**src/rtl/phy_mem_arbiter.sv**
```systemverilog
// Two-port (instruction fetch / data) arbiter sequencing one shared memory path.
// Data port has priority; a streak counter lets a waiting fetch in after STARVE_LIMIT data grants.
module phy_mem_arbiter #(
  parameter int READ_CYCLES  = 2,
  parameter int WRITE_HOLD   = 2,
  parameter int STARVE_LIMIT = 4
) (
  input  logic        clk50M,
  input  logic        rst_n,
  input  logic        if_req,
  input  logic [31:0] if_addr,
  output logic [31:0] if_rdata,
  output logic        if_ack,
  input  logic        d_req,
  input  logic        d_we,
  input  logic [31:0] d_addr,
  input  logic [31:0] d_wdata,
  output logic [31:0] d_rdata,
  output logic        d_ack,
  output logic        d_err,
  output logic        if_err,
  output logic [31:0] mem_addr,
  output logic [31:0] mem_data_in,
  output logic        mem_is_write,
  input  logic [31:0] mem_data_out,
  input  logic        mem_busy
);
  localparam int CMAX = (READ_CYCLES > WRITE_HOLD) ? READ_CYCLES : WRITE_HOLD;
  localparam int CW   = $clog2(CMAX + 1);
  localparam int SW   = (STARVE_LIMIT > 0) ? $clog2(STARVE_LIMIT + 1) : 1;
  localparam logic [CW-1:0] RD_LAST = CW'(READ_CYCLES - 1);
  localparam logic [CW-1:0] WR_LAST = CW'(WRITE_HOLD - 1);
  localparam logic [SW-1:0] S_MAX   = SW'(STARVE_LIMIT);

  typedef enum logic [1:0] {IDLE, RD, WR, WR_WAIT} state_t;

  state_t        state_q, state_d;
  logic [CW-1:0] cnt_q, cnt_d;
  logic [SW-1:0] streak_q, streak_d;
  logic          gnt_data_q, gnt_data_d;
  logic          err_pend_q, err_pend_d;
  logic          if_ack_q, if_ack_d, d_ack_q, d_ack_d;
  logic          if_err_q, if_err_d, d_err_q, d_err_d;
  logic [31:0]   if_rdata_q, if_rdata_d, d_rdata_q, d_rdata_d;
  logic [31:0]   mem_addr_q, mem_addr_d, mem_data_in_q, mem_data_in_d;
  logic          mem_is_write_q, mem_is_write_d;

  logic        if_elig, d_elig, guard, grant_d, grant_i;
  logic [31:0] g_addr;

  // A port whose ack is showing this cycle is still holding req for the finished request.
  assign if_elig = if_req && !if_ack_q;
  assign d_elig  = d_req && !d_ack_q;
  assign guard   = (STARVE_LIMIT != 0) && (streak_q == S_MAX) && if_elig;
  assign grant_d = d_elig && !guard;
  assign grant_i = if_elig && !grant_d;
  assign g_addr  = grant_d ? d_addr : if_addr;

  always_comb begin
    state_d        = state_q;
    cnt_d          = cnt_q;
    streak_d       = streak_q;
    gnt_data_d     = gnt_data_q;
    err_pend_d     = err_pend_q;
    if_ack_d       = 1'b0;
    d_ack_d        = 1'b0;
    if_err_d       = 1'b0;
    d_err_d        = 1'b0;
    if_rdata_d     = if_rdata_q;
    d_rdata_d      = d_rdata_q;
    mem_addr_d     = mem_addr_q;
    mem_data_in_d  = mem_data_in_q;
    mem_is_write_d = mem_is_write_q;
    case (state_q)
      IDLE: begin
        if (err_pend_q) begin
          // Rejected request: answer without touching the memory path.
          err_pend_d = 1'b0;
          if (gnt_data_q) begin
            d_ack_d   = 1'b1;
            d_err_d   = 1'b1;
            d_rdata_d = '0;
          end else begin
            if_ack_d   = 1'b1;
            if_err_d   = 1'b1;
            if_rdata_d = '0;
          end
        end else if (grant_d || grant_i) begin
          gnt_data_d = grant_d;
          cnt_d      = '0;
          if (grant_i || !if_elig) begin
            streak_d = '0;
          end else if (streak_q != S_MAX) begin
            streak_d = streak_q + SW'(1);
          end
          if (g_addr[1:0] != 2'b00) begin
            err_pend_d = 1'b1;
          end else begin
            mem_addr_d = g_addr;
            if (grant_d && d_we) begin
              mem_data_in_d  = d_wdata;
              mem_is_write_d = 1'b1;
              state_d        = WR;
            end else begin
              state_d = RD;
            end
          end
        end
      end
      RD: begin
        if (cnt_q == RD_LAST) begin
          if (gnt_data_q) begin
            d_rdata_d = mem_data_out;
            d_ack_d   = 1'b1;
          end else begin
            if_rdata_d = mem_data_out;
            if_ack_d   = 1'b1;
          end
          state_d = IDLE;
        end else begin
          cnt_d = cnt_q + CW'(1);
        end
      end
      WR: begin
        if (cnt_q == WR_LAST) begin
          mem_is_write_d = 1'b0;
          state_d        = WR_WAIT;
        end else begin
          cnt_d = cnt_q + CW'(1);
        end
      end
      WR_WAIT: begin
        if (!mem_busy) begin
          d_ack_d = 1'b1;
          state_d = IDLE;
        end
      end
      default: state_d = IDLE;
    endcase
  end

  always_ff @(posedge clk50M or negedge rst_n) begin
    if (!rst_n) begin
      state_q        <= IDLE;
      cnt_q          <= '0;
      streak_q       <= '0;
      gnt_data_q     <= 1'b0;
      err_pend_q     <= 1'b0;
      if_ack_q       <= 1'b0;
      d_ack_q        <= 1'b0;
      if_err_q       <= 1'b0;
      d_err_q        <= 1'b0;
      if_rdata_q     <= '0;
      d_rdata_q      <= '0;
      mem_addr_q     <= '0;
      mem_data_in_q  <= '0;
      mem_is_write_q <= 1'b0;
    end else begin
      state_q        <= state_d;
      cnt_q          <= cnt_d;
      streak_q       <= streak_d;
      gnt_data_q     <= gnt_data_d;
      err_pend_q     <= err_pend_d;
      if_ack_q       <= if_ack_d;
      d_ack_q        <= d_ack_d;
      if_err_q       <= if_err_d;
      d_err_q        <= d_err_d;
      if_rdata_q     <= if_rdata_d;
      d_rdata_q      <= d_rdata_d;
      mem_addr_q     <= mem_addr_d;
      mem_data_in_q  <= mem_data_in_d;
      mem_is_write_q <= mem_is_write_d;
    end
  end

  assign if_rdata     = if_rdata_q;
  assign if_ack       = if_ack_q;
  assign if_err       = if_err_q;
  assign d_rdata      = d_rdata_q;
  assign d_ack        = d_ack_q;
  assign d_err        = d_err_q;
  assign mem_addr     = mem_addr_q;
  assign mem_data_in  = mem_data_in_q;
  assign mem_is_write = mem_is_write_q;
endmodule

```
**config.mk**
```make
export PLATFORM = sky130hd
export DESIGN_NAME = phy_mem_arbiter
export DESIGN_NICKNAME = d
export VERILOG_FILES = /design/src/rtl/phy_mem_arbiter.sv
export SDC_FILE = /design/constraint.sdc
export NUM_CORES = 1
export LEC_CHECK = 0
export CELL_PAD_IN_SITES_DETAIL_PLACEMENT = 1
export CELL_PAD_IN_SITES_GLOBAL_PLACEMENT = 1
export CORE_ASPECT_RATIO = 0.6
export CORE_MARGIN = 4
export CORE_UTILIZATION = 31
export CTS_CLUSTER_DIAMETER = 80
export DETAILED_ROUTE_END_ITERATION = 8
export PLACE_DENSITY_LB_ADDON = 0.1
export SLEW_MARGIN = 20
export SYNTH_ARGS = -nofsm -noshare
export SYNTH_HDL_FRONTEND = slang
export SYNTH_SLANG_ARGS = --single-unit
```
**constraint.sdc**
```tcl
create_clock -name clk50M -period 2.55 [get_ports clk50M]
set_input_delay 0.6375 -clock clk50M [delete_from_list [all_inputs] [get_ports clk50M]]
set_output_delay 0.6375 -clock clk50M [all_outputs]
set_load 0.01 [all_outputs]
```
==> Word-level counts from Yosys, hierarchy flattened <==
Index checks and enable logic that the tools add are counted.
{ "classes": {"addsub": 2, "eq_ne": 19, "muxes": 45, "bitwise": 2, "n_reduce_logical": 29} }
{ "ops": {"columns": ["operator", "count"], "rows": [
  ["two-way mux 32 bit", 9],
  ["case mux 32 bit (2 select lines)", 2],
  ["!= test 2 bit, second input constant", 13],
  ["two-way mux 2 bit", 10],
  ["two-way mux 1 bit", 17],
  ["AND reduction 5 bit", 3],
  ["AND reduction 4 bit", 3],
  ["AND reduction 6 bit", 2],
  ["nonzero test 2 bit", 5],
  ["case mux 2 bit (4 select lines)", 1],
  ["logical AND 1 bit", 6],
  ["two-way mux 3 bit", 2],
  ["zero test 1 bit", 5],
  ["equality test 2 x 1 -> 1 bit, second input constant", 2],
  ["equality test 2 bit, second input constant", 2],
  ["case mux 1 bit (2 select lines)", 2],
  ["case mux 2 bit (2 select lines)", 1],
  ["adder 3 x 1 -> 3 bit, second input constant", 1],
  ["equality test 3 bit, second input constant", 1],
  ["!= test 3 bit, second input constant", 1],
  ["case mux 1 bit (3 select lines)", 1],
  ["AND reduction 3 bit", 1],
  ["adder 2 x 1 -> 2 bit, second input constant", 1],
  ["zero test 2 bit", 1],
  ["3 further kinds", 5]
]} }
{ "word_totals": {"reg_bits": 142, "in_bits": 134, "wordCells": 111} }

==> Logic depth before layout (Yosys ltp) <==
{ "logic_depth": {"depth_word": 11, "ltp_mapped": 10, "depth_no_buf": 7} }

==> Least setup slack after synthesis <==
OpenSTA, ideal clock, no wires.
{ "synth_timing": {"path_kind": "input to register", "startpoint": "input port d_req", "endpoint": "register mem_data_in_q[10] (netlist: mem_data_in[10])", "setup_time_ns": 0.125, "arrival_time_ns": 1.762, "required_time_ns": 2.425, "path_slack_ns": 0.663, "cell_stages": 7, "path_buffers": 3, "path_cell_list": "nor2b_1 buf_2 and2_1 buf_6 nand4_4 buf_6 mux2_4"} }
{ "synth_via": {"elab_chain_len": 6} }
{ "synth_lines": {"columns": ["element", "line_no", "rtl"], "rows": [
  ["start: declaration", "14", "input logic d_req,"],
  ["logical AND 1 bit *", "53", "assign d_elig = d_req && !d_ack_q;"],
  ["logical AND 1 bit *", "55", "assign grant_d = d_elig && !guard;"],
  ["two-way mux 32 bit / zero test 1 bit (equally long branches)", "57, 56", null],
  ["nonzero test 2 bit / logical AND 1 bit (equally long branches)", "96, 56", null],
  ["inverter 1 bit (no source line) / logical OR 1 bit (equally long branches)", null, null],
  ["AND reduction 5 bit (no source line) *", null, null],
  ["end signal: assignment", "171", "mem_data_in_q <= mem_data_in_d;"],
  ["end: declaration", "45", "logic [31:0] mem_addr_q, mem_addr_d, mem_data_in_q, mem_data_in_d;"]
]} }
Mark *: on every way between the ends. The rest lies on a longest branch, timed or not.
A chain may end at the register's enable or synchronous reset.

==> Final worst setup path <==
{ "layout_timing": {"startpoint": "register state_q[1]", "endpoint": "register d_rdata_q[18] (netlist: d_rdata[18])"} }
{ "layout_via": {"elab_chain_len": 3} }
{ "layout_lines": {"columns": ["element", "line_no", "rtl"], "rows": [
  ["start: declaration", "37", "state_t state_q, state_d;"],
  ["start signal: assignment", "159", "state_q <= state_d;"],
  ["equality test 2 x 1 -> 1 bit / zero test 2 bit (equally long branches)", "74", "case (state_q)"],
  ["!= test 2 bit (no source line) / nonzero test 2 bit (equally long branches)", null, null],
  ["AND reduction 5 bit (no source line)", null, null],
  ["end signal: assignment", "169", "d_rdata_q <= d_rdata_d;"],
  ["end: declaration", "44", "logic [31:0] if_rdata_q, if_rdata_d, d_rdata_q, d_rdata_d;"]
]} }
Several ways; a longest one is shown, not always the timed one.

==> results_dict.tcl <==
set metrics [dict create \
    area_delta_synth_final_pct 60.7 \
    wl_microns 20800 \
    required_ns 2.87 \
    use_met2 0.295 \
    yosysMostFrequentCell "nand2_1" \
    start_util 0.315 \
    numPortBuffers 266 \
    power_uw 12400 \
    cts.repair.resized 0 \
    fmax_mhz 455 \
    yosys.area_share.simple 0.158 \
    clk_pin_slew_ns 0.06 \
    postRouteAntennaNets 0 \
    dpl.hpwl_microns 15400 \
    worst_slew_pin_slew_ns 0.533 \
    grt_max_degree 65 \
    ys_warn_count 0 \
    rsz0062_at_grt "no" \
    design.die.area_sq_um 21600 \
    synth-main-ff-cell "dfrtp_1" \
    cp-start-kind "register" \
    cts_hold_buf 0 \
    synth_top_family_by_area "simple AND/OR/NAND/NOR gates" \
    vias 5187 \
    synth_top_cell_by_area "dfrtp_1" \
    gp_congestion 0.815 \
    timing.final.ws_setup_ns 0.354 \
    nets 980 \
    synth_xor_area_frac 0 \
    maxCapViolCount 0 \
    crit_type "reg2reg" \
    ir_worst_vdd_v 0.000504 \
    yosysTopAreaCellShare 0.595 \
    clock-sinks 142 \
    post-cts-setup-buffers 0 \
    root_buffer "clkbuf_16" \
    drtPass1Iterations 4 \
    synth_compound_gate_area_share 0.107 \
    core_sq_um 19000 \
    via_per_inst 4.72 \
    numCtsBuffers 17 \
    grt_first_pass_wirelength_microns 32300 \
    r2r-start "state_q[1]" \
    met3_usage 0.0834 \
    cellPowerDensity_nw_per_um2 1290 \
    syn-num-nets 714 \
    yosys-top-cells-area "dfrtp_1 (59%), nand2_1 (10%), mux2_4 (7.5%), o21ai_0 (6.1%), a31oi_1 (3.1%)" \
    netlist_area_sq_um 5980 \
    outcome "finished clean" \
    synth_edf_count 0 \
    post-route-min-period_ns 2.20 \
    grt_usage 0.192 \
    dieWidth_microns 187 \
    place_ws_ns 0.0240 \
    grt_pass1_vias 5739 \
    critPathArrivalTime_ns 2.52 \
    setup_tns_ns 0 \
    drtIter0Drc 261 \
    overflow 0 \
    leakage_uw 0.00423 \
    clock_latency_ns 0.42 \
    drive_above_1_share 0.102 \
    avgSynthCellArea_sq_um 10.4 \
    antenna_found_initial 3 \
    path_max_fanout 64 \
    fin_area_sq_um 9610 \
    io_pins 267 \
    cts_tree "done" \
    busiest_layer "met2" \
    setup_viol 0 \
    ys_types 36 \
    relSlewSlack 0.644 \
    die_h_microns 116 \
    ys_async_sr_fraction 1.00 \
    final_hold_viol_count 0 \
    slew_violations 0 \
    rows 39 \
    critPathCaptureType "register" \
    seq_area_frac_synth 0.595 \
    muxShareOfSynthArea 0.0862 \
    htree_levels 4 \
    hold_path.class "in2async" \
    synthAdderAreaFrac 0.0167 \
    gr-usage-met1 0.248 \
    clk_path_buf_depth 2 \
    post-route-drc-count 0 \
    post_drt_wl_per_cell_microns 19.0 \
    synthCells 572 \
    fin_skew_ns 0.00455 \
    finalCritPeriodShare 0.861 \
    reg2reg_setup_slack_ns 0.35 \
    reg2regPathDepth 7 \
    ys_top_cells_by_count "nand2_1 (166), dfrtp_1 (142), o21ai_0 (73)" \
    ys_ff_latch 142 \
    place_area_sq_um 8950 \
    r2r_end "d_rdata[18]" \
]
[stage by stage]
step,utilization,hold WS [ns],std cells
floorplan,-,0.342,572
global placement,0.472,0.462,1065
detailed placement,0.472,0.472,1065
CTS,0.506,0.155,1097
global route,0.506,0.164,1097
finish,0.506,0.145,1098
[worst max-delay path: stages, from the launching register on]
cell	delay [ns]
dfrtp_1	0.42
inv_1	0.12
ha_1	0.50
nor2_1	0.18
nor3_2	0.30
nand2_2	0.10
buf_12	0.20
o21ai_0	0.25
[where the power goes]
part / switching (uW) / internal, uW / total (uW)
registers: 647 / 3310 / 3960
clock network: 969 / 1760 / 2730
logic: 2760 / 2920 / 5680
total: 4380 / 7990 / 12400
[registers in the layout, summed over array words and instances, names as in the netlist]
register,cells
cnt_q,2
d_ack,1
d_err,1
d_rdata,32
err_pend_q,1
gnt_data_q,1
if_ack,1
if_err,1
if_rdata,32
mem_addr,32
mem_data_in,32
mem_is_write,1
state_q,2
streak_q,3
[routing by layer]
| layer | part of all wire | vias up |
|---|---|---|
| met5 | 0.0010 | - |
| met4 | 0.019 | 4 |
| met3 | 0.081 | 30 |
| met1 | 0.45 | 2558 |
| met2 | 0.45 | 148 |
| li1 | - | 2447 |
[how the worst max path moves through the flow]
stage	start	endpoint
2_1_floorplan	d_req	mem_data_in[10]
4_1_cts	state_q[1]	d_rdata[18]
6_report	state_q[1]	d_rdata[18]
5_1_grt	state_q[1]	d_rdata[18]
3_5_place_dp	d_req	mem_addr[30]
3_3_place_gp	d_req	mem_data_in[15]
[logic make-up after synthesis]
family	count (synthesis)
and+or+nand+nor	229
AOI/OAI and AO/OA	115
muxes	36
DFF	142
adders and majority gates	8
buffers and inverters	42
[layout by cell type (no fill, tap or decap), drive strengths merged]
cell type / Yosys / final
clkdlybuf4s50: 0 / 265
nand2: 166 / 166
dfrtp: 142 / 142
o21ai: 75 / 75
nor2: 37 / 37
mux2: 34 / 34
a31oi: 30 / 30
clkbuf: 17 / 22
buf: 18 / 17
ha: 8 / 8
inv: 7 / 7
nand3: 6 / 6
nor2b: 5 / 5
bufinv: 0 / 4
nand4: 4 / 4
a21oi: 3 / 3
clkinv: 0 / 3
clkinvlp: 0 / 3
and2b: 2 / 2
mux2i: 2 / 2
nand3b: 2 / 2
nor3: 2 / 2
nand2b: 2 / 2
diode: 0 / 1
and3: 1 / 1
a211oi: 1 / 1
nand4b: 1 / 1
and2: 1 / 1
o211ai: 1 / 1
a21o: 1 / 1
a21boi: 1 / 1
a22o: 1 / 1
a22oi: 1 / 1
o22ai: 1 / 1
[final cells by class]
type,count,area (sq um)
diodes,1,2.50
clock buffers,22,494
clock inverters,10,158
fillers,2067,9380
inverters,7,26.3
multi-input cells,388,2200
flip-flops and latches,142,3550
well taps,246,308
repair buffers,282,2860
Power figures use the tool's default switching activity.
